==> config.mk <==
export PLATFORM = sky130hd
export DESIGN_NAME = nn_out_argmax
export DESIGN_NICKNAME = d
export VERILOG_FILES = /design/src/rtl/nn_pkg.sv /design/src/rtl/nn_res_fifo.sv /design/src/rtl/nn_out_argmax.sv
export SDC_FILE = /design/constraint.sdc
export NUM_CORES = 1
export LEC_CHECK = 0
export CORE_ASPECT_RATIO = 1.2
export CORE_MARGIN = 1
export CORE_UTILIZATION = 38
export CTS_BUF_LIST = sky130_fd_sc_hd__clkbuf_4 sky130_fd_sc_hd__clkbuf_8 sky130_fd_sc_hd__clkbuf_16
export DETAILED_ROUTE_END_ITERATION = 10
export PLACE_DENSITY = 0.54
export SLEW_MARGIN = 20
export SYNTH_ARGS = -nofsm -noshare
export SYNTH_HDL_FRONTEND = slang
export SYNTH_HIERARCHICAL = 1
export SYNTH_SLANG_ARGS = --single-unit
==> constraint.sdc <==
create_clock -name clk -period 4.4 [get_ports clk]
set_input_delay 0.88 -clock clk [delete_from_list [all_inputs] [get_ports clk]]
set_output_delay 0.88 -clock clk [all_outputs]
set_load 0.01 [all_outputs]
==> src/rtl/nn_pkg.sv <==
// Shared FP32 definitions for the NN core and its downstream consumers.
// fp_order_key maps FP32 bits onto an unsigned integer with the same ordering as the
// floating-point values, so magnitude compares need no FP hardware.
package nn_pkg;

    localparam int unsigned FP_W     = 32;
    localparam int unsigned FP_EXP_W = 8;
    localparam int unsigned FP_SIG_W = 23;

    // Negative values: invert all bits so larger magnitude sorts lower.
    // Positive values: flip the sign bit so they sort above every negative.
    // -0 ends up just below +0; NaN/Inf simply follow their bit patterns.
    function automatic logic [FP_W-1:0] fp_order_key(input logic [FP_W-1:0] bits);
        logic [FP_W-1:0] sign_mask;
        sign_mask = {1'b1, {(FP_W-1){1'b0}}};
        return bits[FP_W-1] ? ~bits : (bits ^ sign_mask);
    endfunction

endpackage

==> src/rtl/nn_res_fifo.sv <==
// Small result FIFO with a registered head word.
// Pointers carry one extra wrap bit to tell full from empty. A push into an empty FIFO
// is visible at the head one cycle later; there is no combinational bypass.
module nn_res_fifo #(
    parameter int unsigned WIDTH = 8,
    parameter int unsigned DEPTH = 4
) (
    input  logic             clk,
    input  logic             rst_n,
    input  logic             i_push,
    input  logic [WIDTH-1:0] i_data,
    input  logic             i_pop,
    output logic             o_full,
    output logic             o_empty,
    output logic [WIDTH-1:0] o_head
);

    localparam int unsigned AW = (DEPTH > 1) ? $clog2(DEPTH) : 1;

    logic [AW:0]      r_wr_ptr;
    logic [AW:0]      r_rd_ptr;
    logic [WIDTH-1:0] r_mem [DEPTH];
    logic [WIDTH-1:0] r_head;

    logic             w_push_ok;
    logic             w_pop_ok;
    logic [AW:0]      w_wr_next;
    logic [AW:0]      w_rd_next;
    logic [WIDTH-1:0] w_head_next;

    assign o_empty = (r_wr_ptr == r_rd_ptr);
    assign o_full  = (r_wr_ptr[AW] != r_rd_ptr[AW]) &&
                     (r_wr_ptr[AW-1:0] == r_rd_ptr[AW-1:0]);
    assign o_head  = r_head;

    // A full FIFO still accepts a push when the head leaves in the same cycle.
    assign w_pop_ok  = i_pop & ~o_empty;
    assign w_push_ok = i_push & (~o_full | w_pop_ok);
    assign w_wr_next = r_wr_ptr + {{AW{1'b0}}, w_push_ok};
    assign w_rd_next = r_rd_ptr + {{AW{1'b0}}, w_pop_ok};

    // Next head: the incoming word if it lands in the head slot, else the stored entry.
    always_comb begin
        w_head_next = r_head;
        if (w_rd_next != w_wr_next) begin
            if (w_push_ok && (w_rd_next == r_wr_ptr)) begin
                w_head_next = i_data;
            end else begin
                w_head_next = r_mem[w_rd_next[AW-1:0]];
            end
        end
    end

    // Storage array write.
    always_ff @(posedge clk) begin
        if (w_push_ok) begin
            r_mem[r_wr_ptr[AW-1:0]] <= i_data;
        end
    end

    // Pointer and head register update.
    always_ff @(posedge clk or negedge rst_n) begin
        if (!rst_n) begin
            r_wr_ptr <= '0;
            r_rd_ptr <= '0;
            r_head   <= '0;
        end else begin
            r_wr_ptr <= w_wr_next;
            r_rd_ptr <= w_rd_next;
            r_head   <= w_head_next;
        end
    end

endmodule

==> src/rtl/nn_out_argmax.sv <==
// Per-time-step argmax over the NN core's serial FP32 output stream.
// Every VEC_LEN accepted samples form one group; the winning {idx, max, step} is pushed
// into a result FIFO combinationally on the group's last sample, so it is at the FIFO
// head one cycle later.
module nn_out_argmax
    import nn_pkg::*;
#(
    parameter int unsigned DATA_W     = FP_W,
    parameter int unsigned VEC_LEN    = 3,
    parameter int unsigned NUM_STEP   = 3,
    parameter int unsigned FIFO_DEPTH = 4,
    parameter int unsigned IDX_W      = (VEC_LEN > 1) ? $clog2(VEC_LEN) : 1,
    parameter int unsigned STEP_W     = (NUM_STEP > 1) ? $clog2(NUM_STEP) : 1
) (
    input  logic              clk,
    input  logic              rst_n,
    input  logic              in_valid,
    input  logic [DATA_W-1:0] in_data,
    output logic              out_valid,
    input  logic              out_ready,
    output logic [IDX_W-1:0]  out_idx,
    output logic [DATA_W-1:0] out_max,
    output logic [STEP_W-1:0] out_step,
    output logic              overflow
);

    localparam int unsigned RES_W = IDX_W + DATA_W + STEP_W;

    logic [IDX_W-1:0]  r_cnt;
    logic [IDX_W-1:0]  r_idx;
    logic [DATA_W-1:0] r_max;
    logic [STEP_W-1:0] r_step;
    logic              r_ovf;

    logic              w_last;
    logic              w_take;
    logic [IDX_W-1:0]  w_idx_next;
    logic [DATA_W-1:0] w_max_next;
    logic              w_push;
    logic              w_pop;
    logic              w_full;
    logic              w_empty;
    logic [RES_W-1:0]  w_res;
    logic [RES_W-1:0]  w_head;

    // Sample 0 always loads; later samples must be strictly greater, so ties keep
    // the lower index.
    always_comb begin
        w_last     = (r_cnt == IDX_W'(VEC_LEN - 1));
        w_take     = (r_cnt == '0) || (fp_order_key(in_data) > fp_order_key(r_max));
        w_idx_next = w_take ? r_cnt : r_idx;
        w_max_next = w_take ? in_data : r_max;
        w_push     = in_valid & w_last;
        w_res      = {w_idx_next, w_max_next, r_step};
    end

    // Sample counter, running max and step counter; all hold across in_valid gaps.
    always_ff @(posedge clk or negedge rst_n) begin
        if (!rst_n) begin
            r_cnt  <= '0;
            r_idx  <= '0;
            r_max  <= '0;
            r_step <= '0;
        end else if (in_valid) begin
            r_idx <= w_idx_next;
            r_max <= w_max_next;
            if (w_last) begin
                r_cnt  <= '0;
                r_step <= (r_step == STEP_W'(NUM_STEP - 1)) ? '0 : r_step + STEP_W'(1);
            end else begin
                r_cnt <= r_cnt + IDX_W'(1);
            end
        end
    end

    // Sticky overflow: a completed result found the FIFO full with no pop to make room.
    always_ff @(posedge clk or negedge rst_n) begin
        if (!rst_n) begin
            r_ovf <= 1'b0;
        end else if (w_push && w_full && !w_pop) begin
            r_ovf <= 1'b1;
        end
    end

    assign w_pop = out_valid & out_ready;

    nn_res_fifo #(
        .WIDTH (RES_W),
        .DEPTH (FIFO_DEPTH)
    ) u_fifo (
        .clk     (clk),
        .rst_n   (rst_n),
        .i_push  (w_push),
        .i_data  (w_res),
        .i_pop   (w_pop),
        .o_full  (w_full),
        .o_empty (w_empty),
        .o_head  (w_head)
    );

    assign out_valid = ~w_empty;
    assign out_idx   = w_head[RES_W-1 -: IDX_W];
    assign out_max   = w_head[STEP_W +: DATA_W];
    assign out_step  = w_head[STEP_W-1:0];
    assign overflow  = r_ovf;

endmodule

==> reports/qor.yml <==
synth_edf_count: 144
drt_iter0_drc: 533
regToRegStartpoint: "r_max[31]"
wl_per_cell_um: 22.97
globalRoute.totalOverflow: 0
synthArstFlopShare: 0.3600
place_congestion: 0.7692
rrSetupSlack_ns: 0.48
dp_hpwl_um: 16330
grtUsageTotal: 0.1930
min_path_cells: 2
diodes: 0
ys_top_cells_by_area: "edfxtp_1 40%, dfrtp_1 19%, mux4_2 7.4%, mux2_2 6.5%, ha_1 4.1%"
cts_sinks: 225
layout.cells.non_filler: 1202
place_inst: 1158
routed_wl_um: 27610
min_path_type: "flip-flop to flip-flop"
rsz0062_at_grt: "no"
drive_above_1_share: 0.2260
min_to: "overflow"
outcome: "complete, no violations"
viasPerCell: 5.634
vias: 6772
yosys_warnings: 6
tightest_slew_ns: 0.8568
netlist.area_leader.share: 0.3972
htree_levels: 1
cp_num_cells: 13
grt_first_pass_wirelength_um: 42570
crit_path_cell_trace: "buf_12 > buf_4 > xnor2_1 > ha_1 > a21oi_1 > o21ai_0 > a221oi_1 > a22oi_2 > nor3_4 > buf_12 > mux2_2 > a32oi_1 > a21oi_1"
fin_hold_ws_ns: 0.4665
cp-start-kind: "flip-flop"
design.die.area_um2: 29330
drv_slew: 0
drtAntennaViolNets: 0
fin_crit_ns: 3.924
synthCells: 727
cp_data_arrival_time_ns: 4.32
io_buffers: 73
cts.path.max_buffers: 3
rows: 67
fin_crit_sh: 0.8918
fp.dieW_um: 156.5
slowest_stage: "dfrtp_1"
syn_to_final_growth_pct: 18.57
min_from: "overflow"
rr_worst_depth: 13
start_util: 0.3877
worstPathRequired_ns: 4.79
drv_cap: 0
hold_violations: 0
critical_path_class: "flip-flop to flip-flop"
max_freq_ghz: 0.2548
cp_max_fo: 21
ctsHoldBuffers: 0
cts.clk_slew.worst_paths_ns: 0.06
cpLargestDelayFamily: "compound AO/OA/AOI/OAI gates"
cp-end-kind: "flip-flop"
path_buf_inv: 3
drt_first_pass_iters: 4
cts_buffers: 24
ys_seq_elements: 225
slowest_delay_ns: 0.63
cts_tree: "built"
yosysTopAreaCell: "edfxtp_1"
post_cts_buffers: 0
grt_pass1_vias: 7146
syn_area_um2: 10890
nets: 877
syn-num-nets: 799
n_fill_cell: 2498
clock-skew-final_ns: 0.007025
setup_viol: 0
yosysUniqueCellTypes: 54
cts_resized: 0
fin_tns_setup_ns: 0
antenna_found_initial: 0
final_util: 0.4597
design.core.area_um2: 28080
drc: 0
yosys_most_used_dff: "edfxtp_1"
relSlewSlack: 0.4288
synth_commonest_cells: "144 x edfxtp_1, 81 x dfrtp_1, 63 x mux2_2, 50 x a21oi_1, 42 x o21ai_0"
pin_count: 74
insertion_delay_ns: 0.51
die_height_um: 187.4
seq_area_frac_synth: 0.5834
cts_root_buf: "clkbuf_16"
avgSynthCellArea_um2: 14.97
r2r-end: "u_fifo/o_head[5]"
grt_max_degree: 59
post-synth-top-count-cell: "edfxtp_1"
[layout by cell type, fill, tap and decap left out, types with 4 or more instances in the layout]
master	Yosys	layout
ha_1	36	35
clkdlybuf4s50_1	0	71
nand2_1	12	12
mux4_2	36	36
nor2_1	6	5
o21ai_0	42	42
clkbuf_16	0	25
a21oi_1	50	50
xor2_1	32	32
inv_1	9	9
a32oi_1	36	36
buf_4	5	20
dfrtp_1	81	81
mux2_2	63	63
buf_12	0	8
edfxtp_1	144	144
nand4_1	8	8
nor3_1	37	37
xnor2_1	37	37
clkbuf_4	0	4
[worst max-delay path by stage]
stage                startpoint                end  slack, ns
floorplan           in_data[31]   u_fifo/o_head[7]       0.42
global placement    in_data[27]  u_fifo/o_head[24]      0.009
detailed placement  in_data[27]  u_fifo/o_head[33]       0.03
CTS                   r_max[31]  u_fifo/o_head[33]       0.47
global route          r_max[31]  u_fifo/o_head[31]       0.22
finish                r_max[31]   u_fifo/o_head[5]       0.48
[through the flow]
step                      area (µm²)  worst slack [ns]
after floorplan                10890            0.4173
after global placement         12080          0.008848
after detailed placement       12080           0.02722
after CTS                      12910            0.4678
after global routing           12910            0.2233
final                          12910            0.4759
[kinds of logic (layout without fill, tap and decap cells)]
group           after synthesis  in the layout  synth area share
flops                       225            225            0.5834
compound gates              145            145           0.08896
mux                         103            103            0.1437
simple gates                 87             87           0.04344
xor+xnor                     74             74           0.06585
buf+inv                      57            153           0.03333
fa+ha+maj                    36             36           0.04137
[metal layers]
layer  vias to the layer above  track usage  routed length (µm)
met3                        36      0.02641                1700
met4                         0      0.04563                 458
met2                       227       0.3273               13570
met5                         -            0                   0
met1                      3508       0.2609               11880
li1                       3001            -                   -
[area by class of cell]
type / instances / area (µm²) / share of cell area
flip-flops and latches: 225 / 6351 / 0.4920
multi-input cells: 445 / 4190 / 0.3246
repair buffers: 100 / 1026 / 0.07948
clock buffers: 31 / 683.2 / 0.05292
well taps: 379 / 474.2 / 0.03674
clock inverters: 13 / 150.1 / 0.01163
inverters: 9 / 33.78 / 0.002617
[state kept, by name, indices dropped and copies added (netlist names)]
register,flops
r_cnt,2
r_step,2
u_fifo/r_rd_ptr,3
u_fifo/r_mem,144
r_idx,2
overflow,1
r_max,32
u_fifo/r_wr_ptr,3
u_fifo/o_head,36
[tightest hold or removal path, stage by stage, from the launching register on]
cell	delay, ns
dfrtp_1	0.34
inv_1	0.04
o31ai_1	0.05
Power is not shown: default switching activity piles up to over one toggle a cycle in this logic, so the estimate is an artifact.
==> patch: new RTL, config.mk and constraints unchanged <==
The package constant `FP_W` goes from 32 to 16.
--- a/src/rtl/nn_pkg.sv
+++ b/src/rtl/nn_pkg.sv
@@ -5,3 +5,3 @@
 
-    localparam int unsigned FP_W     = 32;
+    localparam int unsigned FP_W     = 16;
     localparam int unsigned FP_EXP_W = 8;
Ports: changed (resized in_data and out_max); port bits go from 74 to 42. The function was not compared with the original's and may differ.
==> patch against the original RTL <==
  * Wire length fell by 46%
  * Die area fell by 42%
  * Area after synthesis fell by 42%
  * Non-clock buffer count fell by 36
  * Largest cell class unchanged
  * Count of clock-buffer cells in the layout fell by 6
  * Sequential cell count fell by 96
  * Clock skew fell by 0.0032 ns
  * First-iteration DRC count fell by 60%
  * Cell area fell by 41%
  * Setup slack improved by 0.15 ns
Power is not shown: default switching activity piles up to over one toggle a cycle in this logic, so the estimate is an artifact.
==> patch: results (changes against the original RTL) <==
cts_buffer_depth: 2  # -1
synth_common_cells: "edfxtp_1 (80), dfrtp_1 (49), a21oi_1 (28)"
viasPerCell: 5.36  # -4.8%
synth-edff-count: 80  # -44%
dpl.hpwl_um: 9460  # -42%
status: "completed"
numPortBuffers: 41  # -44%
worstReg2RegEnd: "u_fifo/o_head[15]"
drt_iter0_drc: 212  # -60%
crit_start: "in_data[15]"
reg2reg_setup_slack_ns: 0.91  # +0.43 ns
synth-async-reset-ratio_pct: 38.0  # +2.0 points
drive_gt1_share_pct: 23.2  # +0.57 points
largest_reg_flops: 80  # -44%
clk_latency_ns: 0.41  # -0.10 ns
final_nets: 532  # -39%
grt.total_usage_pct: 19.1  # -0.20 points
finClkSkew_ns: 0.00386  # -0.00316 ns
grt_pass1_vias: 4211  # -41%
cp_max_fo: 18  # -14%
routedWlPerCell_um: 20.9  # -9.2%
synth_nets: 478  # -40%
ys_seq_area_share_pct: 57.4  # -0.91 points
globalplace.congestion: 0.776  # +0.94%
ys_types: 48  # -11%
reg2reg_from: "r_max[15]"
grt_pass1_wl_um: 23800  # -44%
numCtsBuffers: 17  # -29%
h-tree-depth: 4  # +3
max_slew_margin_pct: 32.3  # -11 points
synth.area.top_cells: "edfxtp_1 (38%), dfrtp_1 (19%), mux4_2 (7.1%)"
==> patch: changes by cell type in the layout (fill, tap and decap cells not counted), moves of 16 or more <==
cell / change
dfrtp_1: -32
a32oi_1: -16
xnor2_1: -17
clkdlybuf4s50_1: -31
o21ai_1: +21
edfxtp_1: -64
mux4_2: -16
a21oi_1: -22
o21ai_0: -38
mux2_2: -44
==> patch: layer usage <==
layer  up-vias  global-route usage, %  share of wire (%)
met2        91                   32.9                 52
met1      1956                   23.5                 43
met3        11                   3.75                4.1
li1       1788                      -                  -
met5         -                      0                  0
met4         0                   7.50                1.1
==> patch: how the worst min path moves through the flow <==
| stage | cells past startpoint | end | start |
|---|---|---|---|
| floorplan | 2 | overflow | overflow |
| global placement | 2 | overflow | overflow |
| detailed placement | 2 | overflow | overflow |
| CTS | 2 | overflow | overflow |
| global route | 2 | overflow | overflow |
| finish | 2 | overflow | overflow |
==> patch: final cells by class <==
cell class / instances / area [um^2]
clock inverters: 7 / 82.6
multi-input cells: 270 / 2490
inverters: 10 / 37.5
clock buffers: 25 / 498
fillers: 1475 / 8680
flip-flops and latches: 129 / 3630
well taps: 212 / 265
repair buffers: 64 / 591
==> patch: cell families (layout without fill, tap and decap cells) <==
family | Yosys count | after routing | share of synthesized area [%]
AOI/OAI and AO/OA | 86 | 86 | 9.11
xor gates and xnor gates | 42 | 42 | 6.55
adders and majority gates | 20 | 20 | 3.96
buffers and inverters | 39 | 106 | 3.27
DFF | 129 | 129 | 57.4
muxes | 54 | 54 | 13.8
and+or+nand+nor | 68 | 68 | 5.92
==> patch: through the flow <==
stage,worst slack [ns],area (um^2),utilization [%],hold slack [ns],std cells
floorplan,0.396,6320,-,0.503,438
global placement,0.243,7010,43.1,0.454,685
detailed placement,0.183,7010,43.1,0.477,685
CTS,0.624,7590,46.6,0.490,717
global route,0.386,7590,46.6,0.521,717
finish,0.629,7590,46.6,0.479,717
==> patch: worst max-delay path, cell delays in order <==
cell             delay (ns)
clkdlybuf4s50_1        0.50
buf_12                 0.18
xor2_1                 0.18
ha_1                   0.29
nand4_4                0.14
nor2_1                 0.06
nor3_1                 0.27
nand4b_2               0.30
a21oi_4                0.19
buf_4                  0.29
mux2_1                 0.46
a32oi_1                0.23
a21oi_1                0.09
